$ cat config.mk
export PLATFORM = sky130hd
export DESIGN_NAME = alu_seq_param
export DESIGN_NICKNAME = d
export VERILOG_FILES = /design/src/rtl/alu_pkg.sv /design/src/rtl/alu_cla_slice.sv /design/src/rtl/alu_seq_param.sv
export SDC_FILE = /design/constraint.sdc
export NUM_CORES = 1
export LEC_CHECK = 0
export CAP_MARGIN = 20
export CORE_UTILIZATION = 47
export DETAILED_ROUTE_END_ITERATION = 8
export PLACE_DENSITY = 0.69
export SYNTH_ARGS = -nofsm -noshare
export SYNTH_HDL_FRONTEND = slang
export SYNTH_HIERARCHICAL = 1
export SYNTH_SLANG_ARGS = --single-unit
$ cat constraint.sdc
create_clock -name clk -period 12 [get_ports clk]
set_input_delay 3.6 -clock clk [delete_from_list [all_inputs] [get_ports clk]]
set_output_delay 3.6 -clock clk [all_outputs]
set_load 0.02 [all_outputs]
$ cat src/rtl/alu_pkg.sv
// Shared op encodings, FSM state codes and default width for the sequential ALU.
package alu_pkg;
  localparam int DEFAULT_WIDTH = 16;

  localparam logic [2:0] OP_AND = 3'b000;
  localparam logic [2:0] OP_OR  = 3'b001;
  localparam logic [2:0] OP_ADD = 3'b010;
  localparam logic [2:0] OP_MUL = 3'b011;
  localparam logic [2:0] OP_NOR = 3'b100;
  localparam logic [2:0] OP_SUB = 3'b110;
  localparam logic [2:0] OP_SLT = 3'b111;

  localparam logic [1:0] S_IDLE = 2'd0;
  localparam logic [1:0] S_MUL  = 2'd1;
  localparam logic [1:0] S_DONE = 2'd2;
endpackage

$ cat src/rtl/alu_cla_slice.sv
// SLICE_W-bit carry-lookahead slice; exports group generate/propagate so the
// top level can resolve inter-slice carries without rippling through sums.
module alu_cla_slice #(
  parameter int SLICE_W = 4
) (
  input  logic [SLICE_W-1:0] a,
  input  logic [SLICE_W-1:0] b,
  input  logic               cin,
  output logic [SLICE_W-1:0] sum,
  output logic               g,
  output logic               p
);
  logic [SLICE_W-1:0] gi, pi, c;

  assign gi = a & b;
  assign pi = a ^ b;

  // Group G/P deliberately independent of cin: the second-level lookahead relies on it.
  always_comb begin
    c    = '0;
    c[0] = cin;
    g    = 1'b0;
    p    = 1'b1;
    for (int i = 0; i < SLICE_W; i++) begin
      if (i < SLICE_W - 1) c[i+1] = gi[i] | (pi[i] & c[i]);
      g = gi[i] | (pi[i] & g);
      p = p & pi[i];
    end
  end

  assign sum = pi ^ c;
endmodule

$ cat src/rtl/alu_seq_param.sv
// WIDTH-parametrised ALU: registered single-cycle logic/arith ops and an
// iterative shift-add multiply, with valid/ready on both sides.
module alu_seq_param
  import alu_pkg::*;
#(
  parameter int WIDTH   = DEFAULT_WIDTH,
  parameter int SLICE_W = 4
) (
  input  logic             clk,
  input  logic             reset,
  input  logic             in_valid,
  output logic             in_ready,
  input  logic [WIDTH-1:0] a,
  input  logic [WIDTH-1:0] b,
  input  logic [2:0]       op,
  output logic             out_valid,
  input  logic             out_ready,
  output logic [WIDTH-1:0] result,
  output logic [WIDTH-1:0] result_hi,
  output logic             cout,
  output logic             overflow,
  output logic             zero
);
  localparam int NS = WIDTH / SLICE_W;
  localparam int CW = $clog2(WIDTH) + 1;

  logic [1:0]       state;
  logic [CW-1:0]    cnt;
  logic [WIDTH-1:0] acc, mq, mcand;

  logic             sub_mode;
  logic [WIDTH-1:0] bx, sum;
  logic [NS-1:0]    sg, sp;
  logic [NS:0]      sc;
  logic             add_cout, add_ovf;

  assign in_ready = (state == S_IDLE);
  assign sub_mode = (op == OP_SUB) || (op == OP_SLT);
  assign bx       = sub_mode ? ~b : b;

  for (genvar k = 0; k < NS; k++) begin : g_slice
    alu_cla_slice #(.SLICE_W(SLICE_W)) u_slice (
      .a   (a[k*SLICE_W +: SLICE_W]),
      .b   (bx[k*SLICE_W +: SLICE_W]),
      .cin (sc[k]),
      .sum (sum[k*SLICE_W +: SLICE_W]),
      .g   (sg[k]),
      .p   (sp[k])
    );
  end

  always_comb begin
    sc    = '0;
    sc[0] = sub_mode;
    for (int k = 0; k < NS; k++) sc[k+1] = sg[k] | (sp[k] & sc[k]);
  end

  // Carry into the MSB is recovered from the MSB sum bit rather than exported.
  assign add_cout = sc[NS];
  assign add_ovf  = add_cout ^ (sum[WIDTH-1] ^ a[WIDTH-1] ^ bx[WIDTH-1]);

  logic [WIDTH-1:0] res_n;
  logic             cout_n, ovf_n;

  always_comb begin
    res_n  = a & b;
    cout_n = 1'b0;
    ovf_n  = 1'b0;
    case (op)
      OP_OR:  res_n = a | b;
      OP_NOR: res_n = ~(a | b);
      OP_ADD, OP_SUB: begin
        res_n  = sum;
        cout_n = add_cout;
        ovf_n  = add_ovf;
      end
      OP_SLT: begin
        res_n  = {{(WIDTH-1){1'b0}}, sum[WIDTH-1] ^ add_ovf};
        cout_n = add_cout;
      end
      default: res_n = a & b;
    endcase
  end

  // {acc,mq} shifts right each step; mq's low bit selects whether to add mcand.
  logic [WIDTH:0]   mstep;
  logic [WIDTH-1:0] acc_n, mq_n;

  assign mstep = {1'b0, acc} + (mq[0] ? {1'b0, mcand} : {(WIDTH+1){1'b0}});
  assign acc_n = mstep[WIDTH:1];
  assign mq_n  = {mstep[0], mq[WIDTH-1:1]};

  always_ff @(posedge clk) begin
    if (reset) begin
      state     <= S_IDLE;
      cnt       <= '0;
      acc       <= '0;
      mq        <= '0;
      mcand     <= '0;
      out_valid <= 1'b0;
      result    <= '0;
      result_hi <= '0;
      cout      <= 1'b0;
      overflow  <= 1'b0;
      zero      <= 1'b0;
    end else begin
      case (state)
        S_IDLE: if (in_valid) begin
          if (op == OP_MUL) begin
            acc   <= '0;
            mq    <= b;
            mcand <= a;
            cnt   <= CW'(WIDTH);
            state <= S_MUL;
          end else begin
            result    <= res_n;
            result_hi <= '0;
            cout      <= cout_n;
            overflow  <= ovf_n;
            zero      <= (res_n == '0);
            out_valid <= 1'b1;
            state     <= S_DONE;
          end
        end
        S_MUL: begin
          acc <= acc_n;
          mq  <= mq_n;
          cnt <= cnt - CW'(1);
          if (cnt == CW'(1)) begin
            result    <= mq_n;
            result_hi <= acc_n;
            cout      <= 1'b0;
            overflow  <= 1'b0;
            zero      <= ({acc_n, mq_n} == '0);
            out_valid <= 1'b1;
            state     <= S_DONE;
          end
        end
        S_DONE: if (out_ready) begin
          out_valid <= 1'b0;
          state     <= S_IDLE;
        end
        default: state <= S_IDLE;
      endcase
    end
  end
endmodule
Yosys cells after proc, flatten, opt, wreduce, memory -nomap -nowiden

Cells that the tools add are included.
W data, S select, Z words.

Register bits: 91
Bits of input ports: 39
Output and inout bits: 37
Logic and storage cells: 171

Add/sub/neg operators: 2
Eq/ne operators: 14
Muxes and demuxes: 43
Bitwise logic cells: 88
Reductions and logical operators: 13

Operators with widths:

| operator             | number |
|---|---|
| $mux W16             | 12 |
| $pmux W16 S2         | 4 |
| $pmux W16 S4         | 1 |
| $and A1 B1 Y1        | 40 |
| $logic_not A32 Y1    | 1 |
| $not A16 Y16         | 2 |
| $xor A4 B4 Y4        | 8 |
| $or A1 B1 Y1         | 28 |
| $add A16 B16 Y17     | 1 |
| $and A16 B16 Y16     | 1 |
| $and A4 B4 Y4        | 4 |
| $logic_not A16 Y1    | 1 |
| $or A16 B16 Y16      | 1 |
| $mux W1              | 14 |
| $mux W5              | 2 |
| $pmux W5 S2          | 1 |
| $eq A3 B3 Y1 const B | 3 |
| $reduce_and A3 Y1    | 3 |
| $mux W2              | 4 |
| $ne A2 B2 Y1 const B | 4 |
| $eq A3 B2 Y1 const B | 2 |
| $pmux W1 S2          | 3 |
| $pmux W2 S3          | 1 |
| $eq A5 B1 Y1 const B | 1 |
| other kinds (15)     | 18 |

Logic depth before layout (Yosys ltp)

Depth after elaboration: 31
Depth in mapped cells: 23
Depth with buffers taken out: 21

Cells and area by module

The synthesis kept the hierarchy.

By module, submodules not included:

| module        | times used | cells an instance | area each (sq um) | sequential area each (sq um) |
|---|---|---|---|---|
| alu_seq_param | 1          | 725               | 5,432.7           | 1,821.7 |
| alu_cla_slice | 4          | 18                | 165.2             | 0.0 |

Worst setup path after synthesis

Ideal clock, no wire load.

Path kind: input-to-reg
From: input port op[1]
To: register zero
Setup time: 96 ps
Data arrival time: 7,648 ps
Required time: 11,904 ps
Setup slack: 4,256 ps
Stages on the path: 22
Path buffers: 3
Cell sequence: clkbuf_1 -> nand2_1 -> clkbuf_1 -> clkbuf_1 -> xnor2_1 -> ha_1 -> and4_1 -> a21o_1 -> a21o_1 -> inv_1 -> fa_1 -> inv_1 -> fa_1 -> fa_1 -> xor2_1 -> nand2_1 -> a21oi_1 -> a221oi_1 -> nand4_1 -> nor3_1 -> a31oi_1 -> o41ai_2

Elaborated cells between the ends (all ways): 100
Those cells by class: eq/ne: 7; mux: 5; bitwise: 84; reduce/logical: 4

RTL lines:

| what                            | RTL line             | text |
|---|---|---|
| start: declaration              | alu_seq_param.sv:15  | `input logic [2:0] op,` |
| $eq A3 B3 Y1                    | alu_seq_param.sv:38  | `assign sub_mode = (op == OP_SUB) \|\| (op == OP_SLT);` |
| $logic_or A1 B1 Y1 (*)          | alu_seq_param.sv:38  |  |
| $mux W16 (*)                    | alu_seq_param.sv:39  | `assign bx = sub_mode ? ~b : b;` |
| named net bx[6]                 | alu_seq_param.sv:32  | `logic [WIDTH-1:0] bx, sum;` |
| $xor A4 B4 Y4 (*)               | alu_cla_slice.sv:16  | `assign pi = a ^ b;` |
| $and A1 B1 Y1 (*) (2 in series) | alu_cla_slice.sv:27  | `p = p & pi[i];` |
| named net sp[1]                 | alu_seq_param.sv:33  | `logic [NS-1:0] sg, sp;` |
| $and A1 B1 Y1 (*)               | alu_seq_param.sv:55  | `for (int k = 0; k < NS; k++) sc[k+1] = sg[k] \| (sp[k] & sc[k]);` |
| [... 1 more ...]                | --                   |  |
| named net sc[2]                 | alu_seq_param.sv:34  | `logic [NS:0] sc;` |
| [... 2 more ...]                | --                   |  |
| named net sc[3]                 | alu_seq_param.sv:34  |  |
| [... 7 more ...]                | --                   |  |
| named net sum[15]               | alu_seq_param.sv:32  |  |
| $xor A1 B1 Y1 (3 in series)     | alu_seq_param.sv:60  | `assign add_ovf = add_cout ^ (sum[WIDTH-1] ^ a[WIDTH-1] ^ bx[WIDTH-1]);` |
| $xor A1 B1 Y1                   | alu_seq_param.sv:78  | `res_n = {{(WIDTH-1){1'b0}}, sum[WIDTH-1] ^ add_ovf};` |
| $pmux W16 S4 (*)                | alu_seq_param.sv:69  | `case (op)` |
| $logic_not A16 Y1 (*)           | alu_seq_param.sv:120 | `zero <= (res_n == '0);` |
| $mux W1 (*)                     | alu_seq_param.sv:109 | `if (op == OP_MUL) begin` |
| $mux W1 (*)                     | alu_seq_param.sv:108 | `S_IDLE: if (in_valid) begin` |
| $pmux W1 S2 (*)                 | alu_seq_param.sv:107 | `case (state)` |
| end signal: assignment          | alu_seq_param.sv:120 |  |
| end signal: assignment          | alu_seq_param.sv:134 | `zero <= ({acc_n, mq_n} == '0);` |
| end: declaration                | alu_seq_param.sv:22  | `output logic zero` |

Mark *: on every way through the listed nets, which the timed path passes. The rest lies on a longest branch. The select of a mux whose other input is x is not followed.
A chain may end at the register's enable or synchronous reset.

Final worst setup path

From: input port op[1]
To: register zero

Word-level cells in the longest chain between the ends: 31
Elaborated cells between the ends (all ways): 100
Those cells by class: eq/ne: 7; mux: 5; bitwise: 84; reduce/logical: 4

Ends and longest elaborated chain:

| what                        | RTL line             | text |
|---|---|---|
| $eq A3 B3 Y1                | alu_seq_param.sv:38  |  |
| $logic_or A1 B1 Y1 (*)      | alu_seq_param.sv:38  |  |
| $mux W16 (*)                | alu_seq_param.sv:39  |  |
| named net bx[1]             | alu_seq_param.sv:32  |  |
| $xor A4 B4 Y4               | alu_cla_slice.sv:16  |  |
| $and A1 B1 Y1               | alu_cla_slice.sv:26  | `g = gi[i] \| (pi[i] & g);` |
| $or A1 B1 Y1 (*)            | alu_cla_slice.sv:26  |  |
| $and A1 B1 Y1 (*)           | alu_cla_slice.sv:26  |  |
| [... 3 more ...]            | --                   |  |
| named net sg[0]             | alu_seq_param.sv:33  |  |
| [... 1 more ...]            | --                   |  |
| named net sc[1]             | alu_seq_param.sv:34  |  |
| [... 2 more ...]            | --                   |  |
| named net sc[2]             | alu_seq_param.sv:34  |  |
| [... 2 more ...]            | --                   |  |
| named net sc[3]             | alu_seq_param.sv:34  |  |
| [... 7 more ...]            | --                   |  |
| named net sum[15]           | alu_seq_param.sv:32  |  |
| $xor A1 B1 Y1 (3 in series) | alu_seq_param.sv:60  |  |
| $xor A1 B1 Y1               | alu_seq_param.sv:78  |  |
| $pmux W16 S4 (*)            | alu_seq_param.sv:69  |  |
| $logic_not A16 Y1 (*)       | alu_seq_param.sv:120 |  |
| $mux W1 (*)                 | alu_seq_param.sv:109 |  |
| $mux W1 (*)                 | alu_seq_param.sv:108 |  |
| $pmux W1 S2 (*)             | alu_seq_param.sv:107 |  |

Marked as above.

==> impl_metrics.yaml <==
status:
  status: "completed"
logic_synthesis:
  yosysMostFrequentCell: "nand2_1"
  synth_warnings: 6
  synth_nets: 883
  synth.top_cells.by_count: "nand2_1 (119), a21oi_1 (105), dfxtp_1 (91), nor2_1 (74), clkbuf_1 (36)"
  synth_edf_count: 0
  netlist_area_um2: 6090
  synthTopCellsByArea: "dfxtp_1 (30%), a21oi_1 (8.6%), nand2_1 (7.3%), ha_1 (7.0%), xnor2_1 (4.6%)"
  async_reset_ff_share_pct: 0
  synth_top_flop_cell: "dfxtp_1"
  syn-mean-instance-area_um2: 7.65
  syn_inst: 797
  ys_types: 58
  synth-seq-cells: 91
  yosysTopAreaCell: "dfxtp_1"
  synth_top_area_share_pct: 29.9
  yosysSeqAreaShare_pct: 29.9
clocking:
  cts-hold-fix-buffers: 0
  htreeDepth: 3
  clock_path_buffers: 2
  cts_tree: "yes"
  clock_latency_ps: 340
  path_clk_slew_ps: 70
  clkSinkCount: 91
  cts_resized: 0
  numCtsBuffers: 9
  cts_root_buf: "clkbuf_16"
  postCtsSetupRepairBufs: 0
cells_and_area:
  drive_gt1_share_pct: 4.28
  instances_no_fill: 1014
  finalInstanceArea_um2: 7200
  n_antenna_cell: 0
  area_delta_synth_final_pct: 18.1
  finish.utilization_pct: 57.0
  nets: 923
worst_hold_path:
  hold_class: "reg -> reg"
global_routing:
  track_usage_pct: 27.7
  grt-ovfl-total: 0
  grt_max_degree: 94
  antenna_found_initial: 0
  grt_pass1_vias: 5906
  grt_pass1_wl_mm: 28.6
power:
  power_density_nw_per_um2: 110
  leakagePower_nw: 2.73
  ir_drop_v: 0.0000782
sta:
  rsz0062_at_grt: "no"
  setup_viol: 0
  hold_ws_ps: 449
  period_share_pct: 77.7
  worstMarginPinSlew_ps: 963
  slew_violations: 0
  fmax_mhz: 107
  hold_viol_final: 0
  maxSlewHeadroom_pct: 35.6
  fin_skew_ps: 7.07
  finalSetupTns_ps: 0
  fin_crit_ps: 9330
drt:
  met2_length_mm: 9.11
  wirelength_mm: 18.0
  via_count: 5973
  via_per_inst: 5.89
  drt_iter0_drc: 455
  wl_met1_mm: 7.47
  drc: 0
  routed-wl-met3_um: 701
  drt-pass1-iter-count: 5
  drt.antenna.violating_nets: 0
  routedWlPerCell_um: 17.7
  topRoutingLayerUsed: "met4"
die:
  start_util_pct: 48.3
  dieArea_um2: 13400
  die_x_um: 116
  core_area_um2: 12600
  num_io_pins: 76
  die_y_um: 116
  fp-row-count: 41
setup_path:
  critPathMostFrequentCell: "fa_1"
  cp_slowest_cell: "clkdlybuf4s50_1"
  endpoint_kind: "flip-flop"
  slowest_delay_ps: 1050
  crit_type: "in -> reg"
  arrival_ps: 9570
  startpoint_type: "primary input"
  critical_path_peak_fanout: 25
  worst_ep_required_time_ps: 12240
  worstPathCellList: "clkdlybuf4s50_1 -> nand2_1 -> xnor2_1 -> ha_1 -> a21oi_1 -> o21ai_1 -> a31o_2 -> a21o_1 -> a21o_1 -> inv_1 -> fa_1 -> inv_1 -> fa_1 -> fa_1 -> xor2_1 -> nand2_1 -> a21oi_1 -> a221oi_1 -> nand4_1 -> nor3_1 -> a31oi_1 -> o41ai_2"
placed_design:
  dp.cells: 998
  post-dp-hpwl_mm: 13.4
  post_dp_cell_area_um2: 6900
  portBuffers: 75
  place_congestion: 0.964
run:
  max-cap-violations: 0
==> routing by layer <==
metal	vias to the layer above	track usage, %
met2	171	50.2
met1	2853	31.5
met3	48	4.18
met4	0	14.4
met5	-	0
li1	2901	-
==> registers in the layout (all words and copies together) (netlist names) <==
signal	flops
cnt	5
mcand	16
result	16
acc	16
out_valid	1
overflow	1
zero	1
cout	1
result_hi	16
state	2
mq	16
==> final timing paths <==
check / start / end / slack [ps] / cells past startpoint
hold reg to reg: mcand[10] / mcand[10] / 450 / 2
hold / removal: mcand[10] / mcand[10] / 450 / 2
setup reg to reg: state[0] / zero / 8650 / 9
setup / recovery: op[1] / zero / 2670 / 22
==> final cells by class <==
| class | instances | area [um2] |
|---|---|---|
| clock buffer | 10 | 239 |
| sequential | 91 | 1820 |
| tap | 172 | 215 |
| inverter | 28 | 105 |
| fill | 1264 | 5420 |
| clock inverter | 6 | 53.8 |
| multi-input combinational | 626 | 3970 |
| timing repair buffer | 81 | 791 |
==> logic make-up after synthesis <==
family / after synthesis / share of synthesized area [%]
compound gates: 219 / 23.2
xor+xnor: 41 / 5.89
simple gates: 315 / 23.9
buf+inv: 80 / 5.13
fa+ha+maj: 51 / 11.9
flops: 91 / 29.9
==> placed cells by master, fill, tap and decap left out, types with 5 or more instances in the layout <==
cell,instances
nor4_1,5
xor2_1,9
nand2_1,119
ha_1,34
fa_1,13
clkbuf_16,9
a22oi_1,15
a221oi_1,8
nor2_1,72
xnor2_1,32
inv_1,25
o31ai_1,6
o2bb2ai_1,9
nand3_1,24
clkdlybuf4s50_1,74
nor2b_1,9
a31oi_1,5
a311oi_1,16
nand2b_1,14
buf_4,6
o211ai_1,6
nor3_1,23
o21ai_0,14
and3_1,5
a21oi_1,105
and2_1,17
a21o_1,7
dfxtp_1,91
or3_1,8
==> worst max-delay path, delay by kind of cell <==
kind            cells  cell delay [ps]
buf+inv             3             1160
fa+ha+maj           4             1230
simple gates        4             1310
compound gates      9             1490
xor+xnor            2              730
==> power breakdown <==
part / switching, mW / internal (mW) / leakage, nW
Clock: 0.129 / 0.150 / 0.142
Sequential: 0.00911 / 0.313 / 0.739
Combinational: 0.114 / 0.0776 / 1.85
==> per-stage QoR <==
step	power [mW]	worst slack, ps
6_report	0.793	2670
5_1_grt	0.831	2290
4_1_cts	0.797	2730
3_5_place_dp	0.519	2380
3_3_place_gp	0.515	2590
2_1_floorplan	0.450	4260
(Power assumes the default switching activity.)
